[src/rtl/vga_fb_arbiter.sv]
// rtl/vga_fb_arbiter.sv - framebuffer RAM arbiter between VGA scan-out reads and a buffered write client
//
// Purpose:
//   One single-port framebuffer RAM is shared between the VGA scan-out reader
//   and a single write client. Scan-out reads always take the RAM. Writes are
//   queued in a small FIFO and drained on any cycle without a read request.
//   A sticky flag reports when a non-empty FIFO goes un-drained for too long.
//   Everything runs in the 25 MHz pixel clock domain.
//
// Ports:
//   clk, rst                 pixel clock; asynchronous active-low reset
//   rd_req, rd_addr          scan-out read request and address (at most one per cycle)
//   rd_valid, rd_data        returned pixel, one pulse per accepted read, in order
//   wr_valid, wr_ready,
//   wr_addr, wr_data         write client handshake into the write FIFO
//   mem_en, mem_we,
//   mem_addr, mem_wdata      registered RAM command port
//   mem_rdata                RAM read data, RD_LAT cycles after a read command
//   fifo_level               write FIFO occupancy, 0..FIFO_DEPTH
//   state                    current grant: 00 idle, 01 read, 10 write
//   starve, starve_clr       sticky starvation flag and its clear

module vga_fb_arbiter #(
   parameter int ADDR_W     = 17,
   parameter int DATA_W     = 12,
   parameter int FIFO_DEPTH = 4,
   parameter int RD_LAT     = 1,
   parameter int STARVE_LIM = 64
) (
   input  logic                        clk,
   input  logic                        rst,
   input  logic                        rd_req,
   input  logic [ADDR_W-1:0]           rd_addr,
   output logic                        rd_valid,
   output logic [DATA_W-1:0]           rd_data,
   input  logic                        wr_valid,
   output logic                        wr_ready,
   input  logic [ADDR_W-1:0]           wr_addr,
   input  logic [DATA_W-1:0]           wr_data,
   output logic                        mem_en,
   output logic                        mem_we,
   output logic [ADDR_W-1:0]           mem_addr,
   output logic [DATA_W-1:0]           mem_wdata,
   input  logic [DATA_W-1:0]           mem_rdata,
   output logic [$clog2(FIFO_DEPTH):0] fifo_level,
   output logic [1:0]                  state,
   output logic                        starve,
   input  logic                        starve_clr
);

   localparam int PTR_W = $clog2(FIFO_DEPTH);
   localparam int LVL_W = PTR_W + 1;
   localparam int CNT_W = $clog2(STARVE_LIM + 1);

   typedef enum logic [1:0] {
      ST_IDLE = 2'b00,
      ST_RD   = 2'b01,
      ST_WR   = 2'b10
   } grant_t;

   grant_t grant_q;

   // ---------------------------------------------------------------------
   // Write FIFO
   // ---------------------------------------------------------------------
   logic [ADDR_W-1:0] fifo_addr [FIFO_DEPTH];
   logic [DATA_W-1:0] fifo_data [FIFO_DEPTH];
   logic [PTR_W-1:0]  wr_ptr;
   logic [PTR_W-1:0]  rd_ptr;
   logic [LVL_W-1:0]  level_nxt;
   logic              push;
   logic              pop;
   logic              fifo_nonempty;

   assign fifo_nonempty = (fifo_level != '0);
   assign push          = wr_valid & wr_ready;
   // A read request on this edge owns the RAM, so the head waits.
   assign pop           = ~rd_req & fifo_nonempty;

   always_comb begin
      level_nxt = fifo_level;
      if (push && !pop) begin
         level_nxt = fifo_level + LVL_W'(1);
      end else if (pop && !push) begin
         level_nxt = fifo_level - LVL_W'(1);
      end
   end

   // Storage carries no reset; only the pointers and level define its contents.
   always_ff @(posedge clk) begin
      if (push) begin
         fifo_addr[wr_ptr] <= wr_addr;
         fifo_data[wr_ptr] <= wr_data;
      end
   end

   // Power-of-two depth lets the pointers wrap on natural overflow.
   always_ff @(posedge clk or negedge rst) begin
      if (!rst) begin
         wr_ptr     <= '0;
         rd_ptr     <= '0;
         fifo_level <= '0;
         wr_ready   <= 1'b0;
      end else begin
         if (push) begin
            wr_ptr <= wr_ptr + PTR_W'(1);
         end
         if (pop) begin
            rd_ptr <= rd_ptr + PTR_W'(1);
         end
         fifo_level <= level_nxt;
         // Registered ready is derived from the post-edge level so the
         // client never pushes into a full FIFO.
         wr_ready   <= (level_nxt != LVL_W'(FIFO_DEPTH));
      end
   end

   // ---------------------------------------------------------------------
   // Grant FSM and registered RAM command port
   // ---------------------------------------------------------------------
   always_ff @(posedge clk or negedge rst) begin
      if (!rst) begin
         grant_q   <= ST_IDLE;
         mem_en    <= 1'b0;
         mem_we    <= 1'b0;
         mem_addr  <= '0;
         mem_wdata <= '0;
      end else if (rd_req) begin
         grant_q  <= ST_RD;
         mem_en   <= 1'b1;
         mem_we   <= 1'b0;
         mem_addr <= rd_addr;
      end else if (fifo_nonempty) begin
         grant_q   <= ST_WR;
         mem_en    <= 1'b1;
         mem_we    <= 1'b1;
         mem_addr  <= fifo_addr[rd_ptr];
         mem_wdata <= fifo_data[rd_ptr];
      end else begin
         // Address and write data hold to avoid needless toggling on the RAM bus.
         grant_q <= ST_IDLE;
         mem_en  <= 1'b0;
         mem_we  <= 1'b0;
      end
   end

   assign state = grant_q;

   // ---------------------------------------------------------------------
   // Read return pipeline
   // ---------------------------------------------------------------------
   // vld_pipe[0] marks a read command on the RAM port; the mark reaches
   // vld_pipe[RD_LAT] one edge after mem_rdata becomes valid. mem_rdata is
   // first captured into rdata_q to keep the RAM clock-to-out path short,
   // so both the valid mark and the data land on rd_* together.
   logic [RD_LAT:0]   vld_pipe;
   logic [DATA_W-1:0] rdata_q;

   always_ff @(posedge clk or negedge rst) begin
      if (!rst) begin
         vld_pipe <= '0;
         rdata_q  <= '0;
         rd_valid <= 1'b0;
         rd_data  <= '0;
      end else begin
         vld_pipe <= {vld_pipe[RD_LAT-1:0], mem_en & ~mem_we};
         rdata_q  <= mem_rdata;
         rd_valid <= vld_pipe[RD_LAT];
         if (vld_pipe[RD_LAT]) begin
            rd_data <= rdata_q;
         end
      end
   end

   // ---------------------------------------------------------------------
   // Starvation monitor
   // ---------------------------------------------------------------------
   logic [CNT_W-1:0] starve_cnt;

   always_ff @(posedge clk or negedge rst) begin
      if (!rst) begin
         starve_cnt <= '0;
         starve     <= 1'b0;
      end else if (starve_clr) begin
         starve_cnt <= '0;
         starve     <= 1'b0;
      end else if (pop || !fifo_nonempty) begin
         starve_cnt <= '0;
      end else if (starve_cnt != CNT_W'(STARVE_LIM)) begin
         starve_cnt <= starve_cnt + CNT_W'(1);
         if (starve_cnt == CNT_W'(STARVE_LIM - 1)) begin
            starve <= 1'b1;
         end
      end
   end

endmodule
[config.mk]
export PLATFORM = sky130hd
export DESIGN_NAME = vga_fb_arbiter
export DESIGN_NICKNAME = d
export VERILOG_FILES = /design/src/rtl/vga_fb_arbiter.sv
export SDC_FILE = /design/constraint.sdc
export NUM_CORES = 1
export LEC_CHECK = 0
export BUFFER_PORTS_ARGS = -buffer_cell sky130_fd_sc_hd__buf_2
export CAP_MARGIN = 40
export CORE_AREA = 2 2 147 149
export CTS_BUF_LIST = sky130_fd_sc_hd__clkbuf_2 sky130_fd_sc_hd__clkbuf_4 sky130_fd_sc_hd__clkbuf_8
export CTS_CLUSTER_DIAMETER = 100
export DETAILED_ROUTE_END_ITERATION = 16
export DIE_AREA = 0 0 149 151
export GPL_ROUTABILITY_DRIVEN = 0
export GPL_TIMING_DRIVEN = 0
export PLACE_DENSITY_LB_ADDON = 0.12
export SYNTH_ARGS = -nofsm -noshare
export SYNTH_HDL_FRONTEND = slang
export SYNTH_SLANG_ARGS = --single-unit
[constraint.sdc]
create_clock -name clk -period 4.5 [get_ports clk]
set_input_delay 0.9 -clock clk [delete_from_list [all_inputs] [get_ports clk]]
set_output_delay 0.9 -clock clk [all_outputs]
set_load 0.02 [all_outputs]
Yosys cells after proc, flatten, opt, wreduce, memory -nomap -nowiden

Memory sizes are Yosys's and may differ from the RTL's. A register that Yosys moved wholly into a read port is not among the register bits.
Cells that the tools add are included.

Memories: 2
Register bits: 64
Input port bits: 63
RAM bits: 116

Equal/unequal tests: 4
Muxes and demuxes: 18
Add/subtract/negate cells: 5
Bitwise operators: 5
Reductions and logical operators: 14

Memory list:

| name      | words | bits a word | read ports | clocked after Yosys merged registers in | write ports | line | text |
|---|---|---|---|---|---|---|---|
| fifo_addr | 4     | 17          | 1          | 0                                       | 1           | 66   | `logic [ADDR_W-1:0] fifo_addr [FIFO_DEPTH];` |
| fifo_data | 4     | 12          | 1          | 1                                       | 1           | 67   | `logic [DATA_W-1:0] fifo_data [FIFO_DEPTH];` |

Operators by type and width:

| cell                | number |
|---|---|
| $mux 17             | 2 |
| $mux 7              | 3 |
| $mux 1              | 9 |
| $add 7x1->7 const B | 1 |
| $eq 7x6->1 const B  | 1 |
| $ne 7x7->1 const B  | 1 |
| $mux 3              | 2 |
| $reduce_bool 2->1   | 3 |
| $reduce_bool 3->1   | 2 |
| $add 2x1->2 const B | 2 |
| $logic_not 1->1     | 4 |
| $mux 2              | 2 |
| $add 3x1->3 const B | 1 |
| $and 1x1->1         | 3 |
| $ne 3x3->1 const B  | 1 |
| $reduce_and 3->1    | 1 |
| $sub 3x1->3 const B | 1 |
| $logic_and 1x1->1   | 2 |
| $ne 2x2->1 const B  | 1 |
| $not 1->1           | 2 |
| $reduce_and 2->1    | 1 |
| $logic_or 1x1->1    | 1 |

Logic depth before layout (Yosys ltp)

Depth after elaboration: 6
Gate-level depth with buffers: 7
Depth with buffers taken out: 6

Worst setup path before layout

OpenSTA, ideal clock, no wires.

Path type: input -> register
From: in wr_valid
To: mem fifo_addr[0][0], enable pin
Library setup time: 389 ps
Arrival time: 1670 ps
Cell stages on the path: 1
Path slack: 2441 ps
Cells stage by stage: and3_1

Longest elaborated chain between the ends: 3

Ends and longest elaborated chain:

| element                      | line | text |
|---|---|---|
| start: declaration           | 36   | `input logic wr_valid,` |
| $and 1x1->1                  | 76   | `assign push = wr_valid & wr_ready;` |
| $mux 1                       | 91   | `if (push) begin` |
| $mux 1 (implied by the code) | 92   | `fifo_addr[wr_ptr] <= wr_addr;` |
| end: declaration             | 66   |  |

Every way passes these cells.

Worst setup path in the final report

From: reg wr_ready
To: out wr_ready

RTL lines:

| element                  | line | text |
|---|---|---|
| start: declaration       | 37   | `output logic wr_ready,` |
| start signal: assignment | 114  | `wr_ready <= (level_nxt != LVL_W'(FIFO_DEPTH));` |

No word-level cell between the ends.

==> run_results.csv <==
group,metric,value,unit
timing,fmax,478,MHz
die,start_util,0.348,
logic_synthesis,synth_edf_count,116,
timing,slew_violations,0,
clock_tree,numCtsBuffers,17,
clock_tree,cts_tree,"yes",
route,ant_nets,0,
outcome,status,"completed",
worst_setup_path,r2r_start,"fifo_level[0]",
power,p_per_area,609,nW/um^2
worst_setup_path,worstPathRequired,3.60,ns
logic_synthesis,synth_area,7250,sq um
logic_synthesis,postSynthCellCount,385,
logic_synthesis,avgSynthCellArea,18.8,sq um
grt,gr-usage-met3,0.0416,
route,drt_iter0_drc,152,
cells_and_area,multi_input_area,1750,sq um
logic_synthesis,syn_nets,457,
logic_synthesis,seq_area_frac_synth,0.739,
logic_synthesis,synth_cell_types,40,
clock_tree,cts_sinks,191,
timing,rsz0062_at_grt,"false",
worst_setup_path,start_kind,"register",
timing,slew-limit-headroom,0.487,
die,die_h,151,microns
worst_setup_path,r2r.worst_path.cells,6,
timing,setup_violations,0,
cells_and_area,stdcell_area,8660,sq um
route,vias,3831,
logic_synthesis,yosys_warnings,0,
logic_synthesis,yosys.area.top_type_share,0.480,
grt,first_global_vias,4202,
worst_setup_path,critical-path-top-delay-family,"flip-flops",
route,wl_per_cell,18.8,microns
logic_synthesis,synth-seq-cells,191,
worst_setup_path,worst-path-max-fanout,9,
worst_setup_path,cp_cell_sequence,"buf_2",
timing,finalSetupTns,0,ns
clock_tree,htree_num_levels,4,
route,drc,0,
cells_and_area,final_cell_mix,"116 x buf_2, 116 x edfxtp_1, 75 x dfrtp_1, 29 x mux4_2",
worst_setup_path,reg2reg_slack,2.48,ns
worst_setup_path,worstPathArrival,1.19,ns
cells_and_area,utilization,0.416,
cells_and_area,syn_to_final_growth,19.5,%
placed_design,portBuffers,113,
cells_and_area,nFillCells,1954,
power,ir_worst_vdd,0.228,mV
worst_setup_path,cp-end-kind,"output port",
timing,finClkSkew,0.0127,ns
logic_synthesis,synth_flop_cell,"edfxtp_1",
grt,use_met1,0.180,
cells_and_area,n_antenna_cell,0,
grt,overflow,0,
cells_and_area,layout.nets,594,
clock_tree,clock_latency,0.46,ns
grt,grt.total_usage,0.143,
die,die_area,22500,sq um
logic_synthesis,synth_area_leaders,"edfxtp_1 48%, dfrtp_1 26%, mux4_2 9.0%, mux2_2 3.1%, a2bb2oi_1 2.1%",
logic_synthesis,yosys.area.top_type,"edfxtp_1",
worst_setup_path,r2r_end,"mem_wdata[11]",
placed_design,place.detailed.hpwl,10000,microns
route,via_per_inst,4.73,
cells_and_area,final_layout_size_suffix_gt1_frac,0.424,
die,coreArea,20800,sq um
clock_tree,cts_setup_buffers,0,
grt,grt.busiest_layer,"met2",
worst_setup_path,slowest_stage,"dfrtp_1",
worst_setup_path,crit_type,"reg -> out",
cells_and_area,seqCellArea,5360,sq um
grt,grt_max_degree,61,
grt,met2_usage,0.239,
clock_tree,cts_buffer_depth,2,
timing,worst_pin_slew,0.769,ns
placed_design,dpl_cell_area,8300,sq um
timing,finalHoldViolCount,0,
clock_tree,clk_pin_slew,0.09,ns
worst_setup_path,critical-path-max-stage-delay,0.51,ns
job,drv_cap,0,
logic_synthesis,postSynth.asyncResetShare,0.393,
grt,grt_pass1_wl,23400,microns
clock_tree,cts_root_buffer,"clkbuf_8",
worst_setup_path,path_buf_inv,1,
grt,antenna_found_initial,2,
die,die_w,149,microns
route,finalWirelength,15200,microns
clock_tree,cts_resized,0,
route,first_pass_iters,4,
die,ios,114,
timing,period_share,0.465,
hold_path,hold_class,"in -> async",
die,rows,53,
timing,fin_crit,2.09,ns
power,total_leakage_power,0.00337,uW
clock_tree,holdBufCountCts,0,
[cells in the mapped netlist (5+ instances only)]
cell type and n:
inv_1 9, ha_1 9, and3_1 5, a2bb2oi_1 17, nand2_1 20, mux2_2 20
nand3_1 5, a21oi_1 19, dfrtp_1 75, edfxtp_1 116, xor2_1 6, clkbuf_1 6
mux4_2 29
[report_power, final]
group / internal [uW] / switching, uW / total, uW
clock: 444 / 577 / 1020
sequential: 2290 / 169 / 2460
combinational: 793 / 999 / 1790
[through the flow]
stage	setup WS [ns]	std cells	total power (uW)	hold slack (ns)
global route	2.33	810	5600	0.291
floorplan	2.44	385	3680	0.331
detailed placement	1.95	778	4350	0.369
finish	2.41	810	5270	0.314
global placement	1.54	773	4260	0.361
CTS	2.38	810	5380	0.287
[flip-flops by register name (all words and copies together) (netlist names), 2 cells and up]
| name | flops |
|---|---|
| fifo_addr | 68 |
| fifo_data | 48 |
| fifo_level | 3 |
| mem_addr | 17 |
| mem_wdata | 12 |
| rd_data | 12 |
| rd_ptr | 2 |
| rdata_q | 12 |
| starve_cnt | 7 |
| state | 2 |
| vld_pipe | 2 |
| wr_ptr | 2 |
[kinds of logic after synthesis]
family	count (synthesis)	synth area share
flip-flops	191	0.739
multiplexers	54	0.131
AND/OR/NAND/NOR	48	0.0356
AO/OA/AOI/OAI	44	0.0437
buffers and inverters	28	0.0198
XOR/XNOR	11	0.0152
adder cells (fa/ha/maj)	9	0.0155
[area by class of cell]
class / count / area share
clock buffer: 23 / 0.0344
multi-input combinational: 166 / 0.202
sequential: 191 / 0.619
inverter: 10 / 0.00433
buffer: 18 / 0.0123
timing repair buffer: 118 / 0.0815
tap: 275 / 0.0397
clock inverter: 9 / 0.00708
[worst max-delay path by stage]
| stage | start | end | slack [ns] | cells after the start |
|---|---|---|---|---|
| after floorplan | wr_valid | fifo_addr[0][0] | 2.44 | 1 |
| after global placement | wr_valid | fifo_addr[2][12] | 1.54 | 2 |
| after detailed placement | rd_req | mem_addr[13] | 1.95 | 5 |
| after CTS | wr_ready | wr_ready | 2.38 | 1 |
| after global routing | wr_ready | wr_ready | 2.33 | 1 |
| final | wr_ready | wr_ready | 2.41 | 1 |
[routing by layer]
metal | routed length, microns | up-vias
met3 | 858 | 13
met1 | 6610 | 1964
met4 | 185 | 4
li1 | - | 1754
met5 | 23 | -
met2 | 7530 | 96
No activity file was read; power rests on OpenSTA's default activity.
